$ cat config.mk
export PLATFORM = sky130hd
export DESIGN_NAME = board_io_bridge
export DESIGN_NICKNAME = d
export VERILOG_FILES = /design/src/rtl/board_io_bridge.sv
export SDC_FILE = /design/constraint.sdc
export NUM_CORES = 1
export LEC_CHECK = 0
export BUFFER_PORTS_ARGS = -buffer_cell sky130_fd_sc_hd__clkbuf_2
export CORE_MARGIN = 3
export CORE_UTILIZATION = 50
export CTS_BUF_LIST = sky130_fd_sc_hd__clkbuf_8 sky130_fd_sc_hd__clkbuf_16
export DETAILED_ROUTE_END_ITERATION = 8
export PLACE_DENSITY = 0.7
export RECOVER_POWER = 100
export SYNTH_ARGS = -nofsm -noshare
export SYNTH_HDL_FRONTEND = slang
export SYNTH_SLANG_ARGS = --single-unit
$ cat constraint.sdc
create_clock -name clk -period 6.5 [get_ports clk]
set_input_delay 0 -clock clk [delete_from_list [all_inputs] [get_ports clk]]
set_output_delay 0 -clock clk [all_outputs]
set_load 0.1 [all_outputs]
$ cat src/rtl/board_io_bridge.sv
// Board-level I/O bridge: synchronises and debounces board inputs, generates the
// core clock-enable and stretched core reset, and drives debug LEDs and the PDM pin.
module board_io_bridge #(
    parameter int CLK_DIV    = 2,
    parameter int DEB_CYCLES = 16,
    parameter int RST_HOLD   = 16,
    parameter int N_LED      = 4,
    parameter int HB_BITS    = 24,
    parameter int PDM_BIT    = 1
) (
    input  logic             clk,
    input  logic             rst,
    input  logic [3:0]       btn_raw,
    input  logic [3:0]       sw_raw,
    input  logic             spi_clk_raw,
    input  logic             spi_cs_n_raw,
    input  logic             spi_mosi_raw,
    input  logic [7:0]       core_uo,
    output logic             core_ce,
    output logic             core_rst_n,
    output logic             core_ena,
    output logic [7:0]       core_ui,
    output logic             pdm_out,
    output logic [N_LED-1:0] led
);

    localparam int DW = (DEB_CYCLES > 1) ? $clog2(DEB_CYCLES) : 1;
    localparam int HW = (RST_HOLD > 1) ? $clog2(RST_HOLD) : 1;
    localparam logic [DW-1:0] DEB_MAX  = DW'(DEB_CYCLES - 1);
    localparam logic [HW-1:0] HOLD_MAX = HW'(RST_HOLD - 1);
    localparam logic [7:0]    DIV_MAX  = 8'(CLK_DIV - 1);

    localparam logic [1:0] ST_HOLD  = 2'd0;
    localparam logic [1:0] ST_COUNT = 2'd1;
    localparam logic [1:0] ST_RUN   = 2'd2;

    // Sync vector layout: [3:0] btn, [7:4] sw, [8] spi clk, [9] cs_n (idles high), [10] mosi
    localparam logic [10:0] SYNC_RST = 11'b010_0000_0000;

    logic [10:0]         sync1_q, sync1_d, sync2_q, sync2_d;
    logic [7:0]          db_q, db_d;
    logic [7:0][DW-1:0]  deb_cnt_q, deb_cnt_d;
    logic [7:0]          div_q, div_d;
    logic                ce_q, ce_d;
    logic [1:0]          st_q, st_d;
    logic [HW-1:0]       hcnt_q, hcnt_d;
    logic                rst_n_q, rst_n_d;
    logic                cs_prev_q, cs_prev_d;
    logic [3:0]          act_q, act_d;
    logic [HB_BITS:0]    hb_q, hb_d;
    logic                pdm_q, pdm_d;
    logic [N_LED-1:0]    led_q, led_d;
    logic [3:0]          led_src_s;
    logic                btn0_db_s;
    logic                cs_n_s;

    assign btn0_db_s = db_q[0];
    assign cs_n_s    = sync2_q[9];

    always_comb begin
        sync1_d = {spi_mosi_raw, spi_cs_n_raw, spi_clk_raw, sw_raw, btn_raw};
        sync2_d = sync1_q;
    end

    // A debouncer adopts the synced value only after it has differed for DEB_CYCLES cycles.
    always_comb begin
        db_d      = db_q;
        deb_cnt_d = deb_cnt_q;
        for (int i = 0; i < 8; i++) begin
            if (sync2_q[i] == db_q[i]) begin
                deb_cnt_d[i] = '0;
            end else if (deb_cnt_q[i] == DEB_MAX) begin
                db_d[i]      = sync2_q[i];
                deb_cnt_d[i] = '0;
            end else begin
                deb_cnt_d[i] = deb_cnt_q[i] + DW'(1);
            end
        end
    end

    // core_ce is registered from the next divider value so it matches div_q == CLK_DIV-1.
    always_comb begin
        div_d = (div_q == DIV_MAX) ? 8'd0 : div_q + 8'd1;
        ce_d  = (div_d == DIV_MAX);
    end

    always_comb begin
        st_d   = st_q;
        hcnt_d = hcnt_q;
        case (st_q)
            ST_HOLD: begin
                hcnt_d = '0;
                if (!btn0_db_s) begin
                    st_d = ST_COUNT;
                end else begin
                    st_d = ST_HOLD;
                end
            end
            ST_COUNT: begin
                if (btn0_db_s) begin
                    st_d   = ST_HOLD;
                    hcnt_d = '0;
                end else if (hcnt_q == HOLD_MAX) begin
                    st_d = ST_RUN;
                end else begin
                    hcnt_d = hcnt_q + HW'(1);
                end
            end
            ST_RUN: begin
                if (btn0_db_s) begin
                    st_d = ST_HOLD;
                end else begin
                    st_d = ST_RUN;
                end
            end
            default: begin
                st_d   = ST_HOLD;
                hcnt_d = '0;
            end
        endcase
        rst_n_d = (st_d == ST_RUN);
    end

    always_comb begin
        cs_prev_d = cs_n_s;
        if (cs_prev_q && !cs_n_s) begin
            act_d = act_q + 4'd1;
        end else begin
            act_d = act_q;
        end
        hb_d  = hb_q + (HB_BITS+1)'(1);
        pdm_d = core_uo[PDM_BIT];
    end

    always_comb begin
        case ({db_q[6], db_q[5]})
            2'b00:   led_src_s = core_uo[3:0];
            2'b01:   led_src_s = {3'b000, hb_q[HB_BITS]};
            2'b10:   led_src_s = act_q;
            2'b11:   led_src_s = core_uo[7:4];
            default: led_src_s = 4'h0;
        endcase
        led_d = led_src_s[N_LED-1:0];
    end

    // All state registers; rst forces the idle values immediately.
    always_ff @(posedge clk or posedge rst) begin
        if (rst) begin
            sync1_q   <= SYNC_RST;
            sync2_q   <= SYNC_RST;
            db_q      <= 8'h00;
            deb_cnt_q <= '0;
            div_q     <= 8'd0;
            ce_q      <= 1'b0;
            st_q      <= ST_HOLD;
            hcnt_q    <= '0;
            rst_n_q   <= 1'b0;
            cs_prev_q <= 1'b1;
            act_q     <= 4'd0;
            hb_q      <= '0;
            pdm_q     <= 1'b0;
            led_q     <= '0;
        end else begin
            sync1_q   <= sync1_d;
            sync2_q   <= sync2_d;
            db_q      <= db_d;
            deb_cnt_q <= deb_cnt_d;
            div_q     <= div_d;
            ce_q      <= ce_d;
            st_q      <= st_d;
            hcnt_q    <= hcnt_d;
            rst_n_q   <= rst_n_d;
            cs_prev_q <= cs_prev_d;
            act_q     <= act_d;
            hb_q      <= hb_d;
            pdm_q     <= pdm_d;
            led_q     <= led_d;
        end
    end

    assign core_ce    = ce_q;
    assign core_rst_n = rst_n_q;
    assign core_ena   = db_q[4];
    assign core_ui    = {5'b00000, sync2_q[10], sync2_q[9], sync2_q[8]};
    assign pdm_out    = pdm_q;
    assign led        = led_q;

endmodule

==> results.md <==
Finish:
- The design area is 4041 um^2.
- The share of layout cells above drive strength 1 is 13.10%.
- 0 antenna diodes ended up in the layout.
- The number of nets at the end of the flow is 361.
- The count of cells in the finished layout, fillers not included, comes to 429.
- The count of filler cells inserted in the layout is 529.
- The layout overhead on the synthesized area is 15.27%.

Placement:
- The total of buffers placed on input and output ports is 27.
- Counting tap cells, the placed design contains a total of 397 instances.
- The routability congestion estimate from global placement is 0.7589.
- The area after detailed placement is 3712 um^2.
- Summed over all nets, the half-perimeter wirelength after detailed placement is 3.388 mm.

Clock network:
- Buffers added to address setup during post-CTS repair amount to 0.
- The CTS buffer count is 9.
- The clock latency on the worst-skew pair is 0.34 ns.
- Clock tree synthesis selected as its root buffer the cell sky130_fd_sc_hd__clkbuf_8.
- The clock drives 85 sinks.
- The maximum buffer depth of the clock tree is 2.
- The clock transition time at the flip-flop clock pins of the worst setup and hold paths is 0.08 ns.
- The clock tree synthesis step divided the H-tree into 3 levels.
- The clock tree from TritonCTS is done.

Setup path:
- The number of stages on the worst setup path is 4.
- The number of cells on the worst reg-to-reg path is 4.
- The worst reg-to-reg setup slack is 4.51 ns.
- The signal on the critical path passes through nand3_1 > nor4_1 > nand3_1 > xnor2_1.
- The startpoint class of the critical path is a register.
- The slowest stage of the critical path belongs to the cell sky130_fd_sc_hd__nor4_1.
- The cell family contributing the most delay on the critical path is simple AND/OR/NAND/NOR gates.
- The endpoint required time on the critical path is 6.73 ns.
- Counting both buffers and inverters, the worst setup path holds a total of 0.
- At the worst endpoint, the arrival time is 2.22 ns.
- The largest stage delay on the critical path is 0.93 ns.
- The critical path start-end classification is register to register.
- In this run the worst path has a maximum fanout of 7.
- The worst register-to-register path begins at hb_q[2].
- The cell that appears most often on the critical path is sky130_fd_sc_hd__nand3_1.
- The capture point of the worst reg-to-reg path is hb_q[23].
- The category of the worst setup path capture point is a register.

Die:
- The initial core utilization is 53.38%.
- In this run the standard cell core region covers 6568 um^2.
- The initialized floorplan defines 29 standard-cell rows.
- In this run the vertical extent of the chip is 89.74 um.
- The die covers 8052 um^2.
- In this run the count of I/O pins placed on the die edge is 37.
- From left edge to right edge, the die measures 89.74 um.

Hold path:
- The worst hold path passes through 2 cells.
- The startpoint of the tightest hold check path is spi_cs_n_raw.
- For hold timing, the worst endpoint is sync1_q[9].
- In this run the worst hold path is classified as input port to register.

Routing:
- For this block, the routed nets add up to 5.340 mm of wire.
- The number of search-and-repair iterations in the first detailed-routing pass is 4.
- The remaining number of nets flagged by the antenna check after routing is 0.
- The average wire length per cell after detail routing is 12.45 um.
- In the routed design, unresolved DRC markers number 0.
- The routed layout has 2121 vias.
- Using the TritonRoute via totals, the vias-per-cell ratio works out to 4.944.
- In this run, the number of DRC markers left after iteration 0 of detailed routing was 55.

Power:
- VDD sags by at most 172.1 uV.
- The leakage component of the power is 1.797 nW.
- Power spread over the standard cell area amounts to 284.0 nW/um^2.

STA:
- The count of final max-slew check failures came to 0.
- The final number of hold-violating endpoints came to 0.
- For the final routed database, the setup TNS stands at 0 ns.
- Setup repair after global routing left no endpoint under its margin.
- The transition time at the pin with the least slew margin is 1.193 ns.
- The part of the cycle the worst path needs is 30.66%.
- The count of endpoints failing setup in the final report is 0.
- The post-layout minimum cycle time is 1.993 ns.
- For this run, the top clock speed supported by timing is 0.5018 GHz.
- The normalized max-slew margin is 20.80%.
- Across the routed clock network, the largest skew measured is 0.004642 ns.

Synthesis:
- In this run the biggest area consumer among cell types represents 58.53% of the synthesized area.
- The most common flop cell mapped by yosys is sky130_fd_sc_hd__dfrtp_1.
- Counting instances in the post-synthesis netlist gives the leading cell types as sky130_fd_sc_hd__dfrtp_1 (82), sky130_fd_sc_hd__xnor2_1 (34), sky130_fd_sc_hd__nand3_1 (25), sky130_fd_sc_hd__nor2_1 (17).
- The number of instances in the synthesized netlist is 282.
- Synthesis inferred 85 register bits.
- sky130_fd_sc_hd__dfrtp_1 is the most common cell in the netlist.
- The synthesized netlist contains 36 unique library cells.
- Of all cell types, the one taking the most synthesized area is sky130_fd_sc_hd__dfrtp_1.
- Dividing the synthesized area by the synthesized cell count gives 12.43 um^2.
- In this run, synthesis inferred 0 flip-flops with an integrated enable.
- The share of async-settable or async-resettable flops after synthesis is 100.0%.
- Ranked by total cell area, the synthesized netlist is headed by sky130_fd_sc_hd__dfrtp_1 (59%), sky130_fd_sc_hd__xnor2_1 (8.5%), sky130_fd_sc_hd__nand3_1 (3.6%), sky130_fd_sc_hd__ha_1 (3.2%), sky130_fd_sc_hd__dfstp_2 (2.2%).
- For this run, the number of Yosys warnings is 0.
- Sequential cells were found to cover 60.78% of the synthesized design area.
- The mapped netlist covers 3506 um^2.

Global route:
- After global routing the overflow that remains totals 0.
- The maximum number of pins on one net before global-route repair is 86.
- The first global-routing pass estimated 9.425 mm of wire.
- The total routing resource utilization after global routing is 14.39%.
- The number of antenna violations at the first check in global routing is 0.
- The via count of the first global-routing pass came to 2084.

Run status:
- The flow ran to the end, and the final reports show no timing, DRC or antenna violations.

Job:
- The reported max-cap violation count is 0.
## registers in the layout, indices dropped and copies added (netlist names), 2 cells and up
register   count
act_q          4
sync2_q        7
led            4
sync1_q        7
st_q           2
hcnt_q         4
div_q          8
db_q           4
hb_q          25
deb_cnt_q     16
## worst register-to-register path, cell delays in order (launching register included)
cell	delay (ns)
sky130_fd_sc_hd__dfrtp_1	0.43
sky130_fd_sc_hd__nand3_1	0.14
sky130_fd_sc_hd__nor4_1	0.93
sky130_fd_sc_hd__nand3_1	0.20
sky130_fd_sc_hd__xnor2_1	0.19
## area by class of cell
class,instances,area (um^2),area share [%]
well taps,93,116.4,2.879
clock buffers,12,165.2,4.087
repair buffers,44,287.8,7.121
multi-input cells,182,1261,31.21
clock inverters,4,45.04,1.115
flip-flops and latches,85,2131,52.72
inverters,9,35.03,0.8669
## routing by layer
layer,vias up,part of all wire [%],global-route usage [%]
met1,1033,48,19.26
met4,0,1.2,6.003
met2,34,47,21.55
met5,-,0,0
li1,1044,-,-
met3,10,3.5,4.925
## report_power, final
group | switching (W) | internal, W
logic | 0.0000925 | 0.0000609
clock network | 0.000174 | 0.000207
registers | 0.0000398 | 0.000573
## how the worst max path moves through the flow
stage | from | to | slack (ns)
floorplan | rst | act_q[0] | 4.31
global placement | hb_q[0] | hb_q[12] | 4.98
detailed placement | hb_q[0] | hb_q[12] | 4.94
CTS | db_q[6] | led[0] | 4.66
global route | hb_q[2] | hb_q[19] | 4.34
finish | hb_q[2] | hb_q[23] | 4.51
## metrics by stage
stage               setup WS [ns]  power (W)  util (%)  hold slack, ns
floorplan                   4.311  0.0007406         -        0.004478
global placement            4.981  0.0007643     56.53         0.08739
detailed placement          4.936  0.0007707     56.53         0.09049
CTS                         4.656   0.001166     62.16          0.2594
global route                4.339   0.001209     61.54          0.2612
finish                      4.507   0.001148     61.54          0.2868
## cell families after synthesis
| logic type | after synthesis | share of synthesized area, % |
|---|---|---|
| fa+ha+maj | 9 | 3.212 |
| mux | 11 | 3.711 |
| buf+inv | 19 | 2.926 |
| compound gates | 21 | 3.426 |
| flops | 85 | 60.78 |
| other cells | 1 | 0.1070 |
| xor+xnor | 42 | 10.49 |
| simple gates | 94 | 15.35 |
## layout by cell type, fill, tap and decap left out, types with 2 or more instances in the layout
master	Yosys	final
sky130_fd_sc_hd__mux2_2	6	6
sky130_fd_sc_hd__clkbuf_2	0	15
sky130_fd_sc_hd__dfstp_2	3	2
sky130_fd_sc_hd__nand2_1	11	11
sky130_fd_sc_hd__mux2i_1	4	4
sky130_fd_sc_hd__dfrtp_1	82	82
sky130_fd_sc_hd__nand3_1	25	26
sky130_fd_sc_hd__o21ai_0	11	11
sky130_fd_sc_hd__and3_1	10	10
sky130_fd_sc_hd__nor2b_1	6	6
sky130_fd_sc_hd__nand4b_1	4	4
sky130_fd_sc_hd__a21oi_1	8	8
sky130_fd_sc_hd__ha_1	9	9
sky130_fd_sc_hd__conb_1	1	5
sky130_fd_sc_hd__clkinv_2	0	3
sky130_fd_sc_hd__nor3_1	2	2
sky130_fd_sc_hd__nor3b_1	4	4
sky130_fd_sc_hd__nand4_1	5	5
sky130_fd_sc_hd__dlygate4sd3_1	0	16
sky130_fd_sc_hd__inv_1	9	8
sky130_fd_sc_hd__nor2_1	17	17
sky130_fd_sc_hd__xnor2_1	34	34
sky130_fd_sc_hd__clkbuf_8	0	12
sky130_fd_sc_hd__xor2_1	8	8
sky130_fd_sc_hd__clkbuf_1	1	12
## timing repair
action,CTS,global route
hold buffers,16,0
endpoints found under the hold margin,59,0
resized for setup,0,0
Note: power is estimated with default switching activity, not from simulation.
